`src/rtl/lock_code_sender.sv`:
```
// rtl/lock_code_sender.sv - six-digit door-lock code transmitter over a valid/ready digit channel
// Holds a reprogrammable code and plays it out one digit per transfer, with a 7-segment status display.
module lock_code_sender #(
    parameter logic [23:0] DEFAULT_CODE = 24'h825432
) (
    input  logic       clk,
    input  logic       reset,
    input  logic       start,
    input  logic       load,
    input  logic [3:0] load_digit,
    input  logic       out_ready,
    output logic [3:0] out_digit,
    output logic       out_valid,
    output logic       busy,
    output logic       done,
    output logic       load_err,
    output logic [2:0] index,
    output logic [6:0] hex_out
);

    typedef enum logic [1:0] {
        IDLE = 2'b00,
        SEND = 2'b01,
        DONE = 2'b10
    } state_t;

    state_t     state_q, state_d;
    logic [3:0] code_q [0:5];
    logic [3:0] code_d [0:5];
    logic [2:0] wr_ptr_q, wr_ptr_d;
    logic [2:0] index_q, index_d;
    logic       load_err_q, load_err_d;
    logic [3:0] out_digit_q, out_digit_d;
    logic       out_valid_q, busy_q, done_q;
    logic [6:0] hex_q, hex_d;

    function automatic logic [6:0] seg7(input logic [3:0] d);
        case (d)
            4'd0:    seg7 = 7'b1000000;
            4'd1:    seg7 = 7'b1111001;
            4'd2:    seg7 = 7'b0100100;
            4'd3:    seg7 = 7'b0110000;
            4'd4:    seg7 = 7'b0011001;
            4'd5:    seg7 = 7'b0010010;
            4'd6:    seg7 = 7'b0000010;
            4'd7:    seg7 = 7'b1111000;
            4'd8:    seg7 = 7'b0000000;
            4'd9:    seg7 = 7'b0010000;
            default: seg7 = 7'b1111111;
        endcase
    endfunction

    always_comb begin
        state_d    = state_q;
        code_d     = code_q;
        wr_ptr_d   = wr_ptr_q;
        index_d    = index_q;
        load_err_d = load_err_q;
        case (state_q)
            SEND: begin
                if (out_ready) begin
                    if (index_q == 3'd5) begin
                        state_d = DONE;
                        index_d = 3'd0;
                    end else begin
                        index_d = index_q + 3'd1;
                    end
                end
            end
            default: begin
                // load has priority over start, even when the digit is rejected
                if (load) begin
                    if (load_digit <= 4'd9) begin
                        code_d[wr_ptr_q] = load_digit;
                        wr_ptr_d         = (wr_ptr_q == 3'd5) ? 3'd0 : wr_ptr_q + 3'd1;
                        load_err_d       = 1'b0;
                        state_d          = IDLE;
                    end else begin
                        load_err_d = 1'b1;
                    end
                end else if (start) begin
                    state_d = SEND;
                    index_d = 3'd0;
                end
            end
        endcase

        out_digit_d = (state_d == SEND) ? code_d[index_d] : 4'd0;
        case (state_d)
            SEND:    hex_d = seg7(out_digit_d);
            DONE:    hex_d = 7'b0001100;
            default: hex_d = load_err_d ? 7'b0000110 : 7'b1111111;
        endcase
    end

    // Outputs are registered from the next-state values so they line up with state_q.
    always_ff @(posedge clk) begin
        if (reset) begin
            state_q     <= IDLE;
            for (int i = 0; i < 6; i++) begin
                code_q[i] <= DEFAULT_CODE[23-4*i -: 4];
            end
            wr_ptr_q    <= 3'd0;
            index_q     <= 3'd0;
            load_err_q  <= 1'b0;
            out_digit_q <= 4'd0;
            out_valid_q <= 1'b0;
            busy_q      <= 1'b0;
            done_q      <= 1'b0;
            hex_q       <= 7'b1111111;
        end else begin
            state_q     <= state_d;
            code_q      <= code_d;
            wr_ptr_q    <= wr_ptr_d;
            index_q     <= index_d;
            load_err_q  <= load_err_d;
            out_digit_q <= out_digit_d;
            out_valid_q <= (state_d == SEND);
            busy_q      <= (state_d == SEND);
            done_q      <= (state_d == DONE);
            hex_q       <= hex_d;
        end
    end

    assign out_digit = out_digit_q;
    assign out_valid = out_valid_q;
    assign busy      = busy_q;
    assign done      = done_q;
    assign load_err  = load_err_q;
    assign index     = index_q;
    assign hex_out   = hex_q;

endmodule

```
`config.mk`:
```
export PLATFORM = sky130hd
export DESIGN_NAME = lock_code_sender
export DESIGN_NICKNAME = d
export VERILOG_FILES = /design/src/rtl/lock_code_sender.sv
export SDC_FILE = /design/constraint.sdc
export NUM_CORES = 1
export LEC_CHECK = 0
export BUFFER_PORTS_ARGS = -buffer_cell sky130_fd_sc_hd__buf_4
export CORE_MARGIN = 3
export CORE_UTILIZATION = 35
export DETAILED_ROUTE_END_ITERATION = 16
export MAX_ROUTING_LAYER = met4
export PLACE_DENSITY_LB_ADDON = 0.1
export SLEW_MARGIN = 15
export SYNTH_ARGS = -nofsm -noshare
export SYNTH_HDL_FRONTEND = slang
export SYNTH_SLANG_ARGS = --single-unit
```
`constraint.sdc`:
```
create_clock -name clk -period 9.2 [get_ports clk]
set_clock_uncertainty 0.15 [all_clocks]
set_input_delay 0.92 -clock clk [delete_from_list [all_inputs] [get_ports clk]]
set_output_delay 0.92 -clock clk [all_outputs]
set_load 0.005 [all_outputs]
```
==> flow_summary.yaml <==
outcome:
  outcome: "completed"
power:
  ir_drop_mv: 0.05748
  p_switching_mw: 0.1236
  comb_power_share_pct: 18.6
  p_seq_share_pct: 47.8
  intPower_mw: 0.3239
  swShare_pct: 27.62
  power.density_nw_per_um2: 153.2
  leakage_nw: 1.236
  pwr-share-clk_pct: 33.6
global_route:
  grt_pass1_vias: 2073
  grt_pass1_wl_um: 10930
  grt-ovfl-total: 0
  grt_max_degree: 42
  antenna_found_initial: 0
  grtUsageTotal_pct: 16.66
setup_path:
  start_kind: "input port"
  rrSetupSlack_ns: 5.77
  cp.arrival_ns: 3.86
  critPathKind: "in -> reg"
  critPathRequiredTime_ns: 9.24
  critPathCaptureType: "register"
  critPathMaxFanout: 11
synth:
  syn-num-nets: 301
  synth_seq_cells: 46
  syn_area_sq_um: 2609
  synth-simple-area-share_pct: 26.24
  async_flop_share_pct: 0
  synth_top_area_share_pct: 35.30
  yosysSeqAreaShare_pct: 35.30
  avgSynthCellArea_sq_um: 9.154
  postSynthCellCount: 285
  synth_fa_ha_area_share_pct: 3.357
  ys.flop_type: "dfxtp_1"
  yosysMostFrequentCell: "dfxtp_1"
  yosys.area.top_type: "dfxtp_1"
  synthMuxAreaShare_pct: 8.729
  synth-edff-count: 0
  synthTopCellsByArea: "dfxtp_1 (35%), mux2i_1 (6.1%), nor2_1 (5.0%)"
  ys_warn_count: 0
  synth-xor-area-share_pct: 1.007
  synth_cell_type_count: 65
  netlist_top_cells_count: "dfxtp_1 (46), nor2_1 (35), a21oi_1 (19), mux2i_1 (16), nand2_1 (16)"
  synth_top_family_by_area: "simple AND/OR/NAND/NOR gates"
  synth-compound-area-share_pct: 19.42
sta:
  worst_slack_ns: 5.386
  post-route-period-util_pct: 41.46
  maxSlewHeadroom_pct: 58.14
  max_freq_mhz: 262.2
  maxSlewViolCount: 0
  grt_setup_unrepaired: "no"
  setup_viol: 0
  finalCriticalPeriod_ns: 3.814
  tns_ns: 0
  worst_slew_pin_slew_ns: 0.6278
  finalHoldViolations: 0
cts:
  htree_levels: 2
  clock_latency_ns: 0.30
  clock_path_buffers: 2
  clk_pin_slew_ns: 0.08
  clock-sinks: 46
  numCtsBuffers: 5
  cts.hold.buffers_added: 0
  cts_setup_buffers: 0
  cts.repair.resized: 0
  tritoncts: "built"
  cts_root_buffer: "clkbuf_8"
final_layout:
  regArea_sq_um: 920.9
  num-fill-cells: 720
  syn2layout_area_growth_pct: 11.94
  final_design_area_no_fill_sq_um: 2920
  antennaDiodeCount: 0
  multi_input_area_sq_um: 1533
  drive_gt1_share_pct: 20.46
  nNetsFinal: 318
floorplanning:
  die_height_um: 92.34
  die_x_um: 92.34
  dieArea_sq_um: 8526
  start_util_pct: 37.17
  core_sq_um: 7019
  num_rows: 30
  ioPinCount: 27
detailed_routing:
  wl_met1_um: 3358
  top_layer_used: "met4"
  first_pass_iters: 4
  drt_wl_total_um: 6675
  vias: 2089
  ant_nets: 0
  viasPerCell: 5.236
  wire_per_inst_um: 16.73
  dr_wl_met3_um: 368
  route.detailed.drc: 0
  drt_iter0_drc: 69
  wl_met2_um: 2902
hold_path:
  worstHoldPathType: "reg -> reg"
placement:
  portBuffers: 26
  dpl_worst_slack_ns: 5.094
  place_area_sq_um: 2814
  place_congestion: 0.8290
  hpwl_um: 4774
job:
  drv_cap: 0
[layer usage]
metal / global-route usage [%] / up-vias
met5: - / -
met4: 3.342 / 0
met3: 3.249 / 4
met2: 25.02 / 46
met1: 23.41 / 986
li1: - / 1053
[power groups by stage]
| stage | Combinational [mW] | Sequential, mW | Clock (mW) |
|---|---|---|---|
| floorplan | 0.0604 | 0.216 | 0 |
| global placement | 0.0837 | 0.218 | 0 |
| detailed placement | 0.0829 | 0.218 | 0 |
| CTS | 0.0834 | 0.214 | 0.154 |
| global route | 0.0919 | 0.215 | 0.160 |
| finish | 0.0832 | 0.214 | 0.150 |
[final timing paths]
path                              start               endpoint  depth (start not counted)
hold reg to reg   code_q[14]$_SDFF_PP1_  code_q[14]$_SDFF_PP1_                          1
hold / removal    code_q[14]$_SDFF_PP1_  code_q[14]$_SDFF_PP1_                          1
setup / recovery          load_digit[1]  hex_out[1]$_SDFF_PP1_                         12
setup reg to reg  state_q[0]$_SDFF_PP0_  hex_out[1]$_SDFF_PP1_                         11
[critical path: stages]
cell and delay, ns:
buf_4 0.14, o21ai_2 0.52, and3_1 0.50, a221o_1 0.23
inv_1 0.06, ha_1 0.33, o311ai_1 0.15, o32a_2 0.31
ha_1 0.26, nand3_1 0.08, nand2_1 0.06, a2bb2o_1 0.29
[registers in the layout, indices dropped and copies added (netlist names)]
| name | flops |
|---|---|
| busy | 1 |
| index | 3 |
| out_digit | 4 |
| hex_out | 7 |
| code_q | 24 |
| done | 1 |
| load_err | 1 |
| wr_ptr_q | 3 |
| state_q | 2 |
[placed cells by master, fill, tap and decap left out, types with 2 or more instances in the layout]
cell / synthesis / final
a211o_1: 3 / 3
a211oi_1: 4 / 4
a21oi_1: 19 / 19
a221o_1: 2 / 2
a221oi_1: 2 / 2
a2bb2oi_1: 3 / 3
a311oi_1: 2 / 2
and2_1: 4 / 4
and3_1: 6 / 6
buf_4: 5 / 26
clkbuf_1: 6 / 2
clkbuf_8: 0 / 5
dfxtp_1: 46 / 46
ha_1: 7 / 7
inv_1: 12 / 12
mux2_2: 2 / 2
mux2_4: 3 / 3
mux2i_1: 16 / 16
nand2_1: 16 / 16
nand2b_1: 5 / 5
nand2b_4: 2 / 2
nand3_1: 3 / 3
nand4_2: 4 / 4
nand4_4: 2 / 2
nor2_1: 35 / 35
nor2_4: 2 / 2
nor2b_1: 9 / 9
nor3_1: 4 / 4
nor3b_1: 3 / 3
nor3b_2: 2 / 2
nor4_1: 3 / 3
o211ai_1: 3 / 3
o21ai_0: 4 / 4
o21ai_1: 3 / 3
o21bai_1: 3 / 3
o22ai_1: 2 / 2
o31ai_1: 2 / 2
or2_2: 4 / 4
xnor2_1: 2 / 2
[cells by family (layout without fill, tap and decap cells)]
group,count (synthesis),in the layout
AND/OR/NAND/NOR,113,113
AO/OA/AOI/OAI,67,67
flip-flops,46,46
buffers and inverters,28,46
multiplexers,21,21
adder cells (fa/ha/maj),7,7
XOR/XNOR,3,3
[per-stage QoR]
step	total power [mW]	hold slack, ns	utilization, %	instances
2_1_floorplan	0.2767	0.2847	-	285
3_3_place_gp	0.3021	0.2936	40.09	391
3_5_place_dp	0.3012	0.2986	40.09	391
4_1_cts	0.4511	0.3187	41.60	399
5_1_grt	0.4666	0.3525	41.60	399
6_report	0.4474	0.3148	41.60	399
[cell type report]
class	instances	share of cell area, %
tap	96	4.113
sequential	46	31.53
inverter	12	1.542
clock inverter	1	1.028
clock buffer	7	2.614
multi-input combinational	211	52.49
timing repair buffer	26	6.684
No activity file was read; power rests on OpenSTA's default activity.
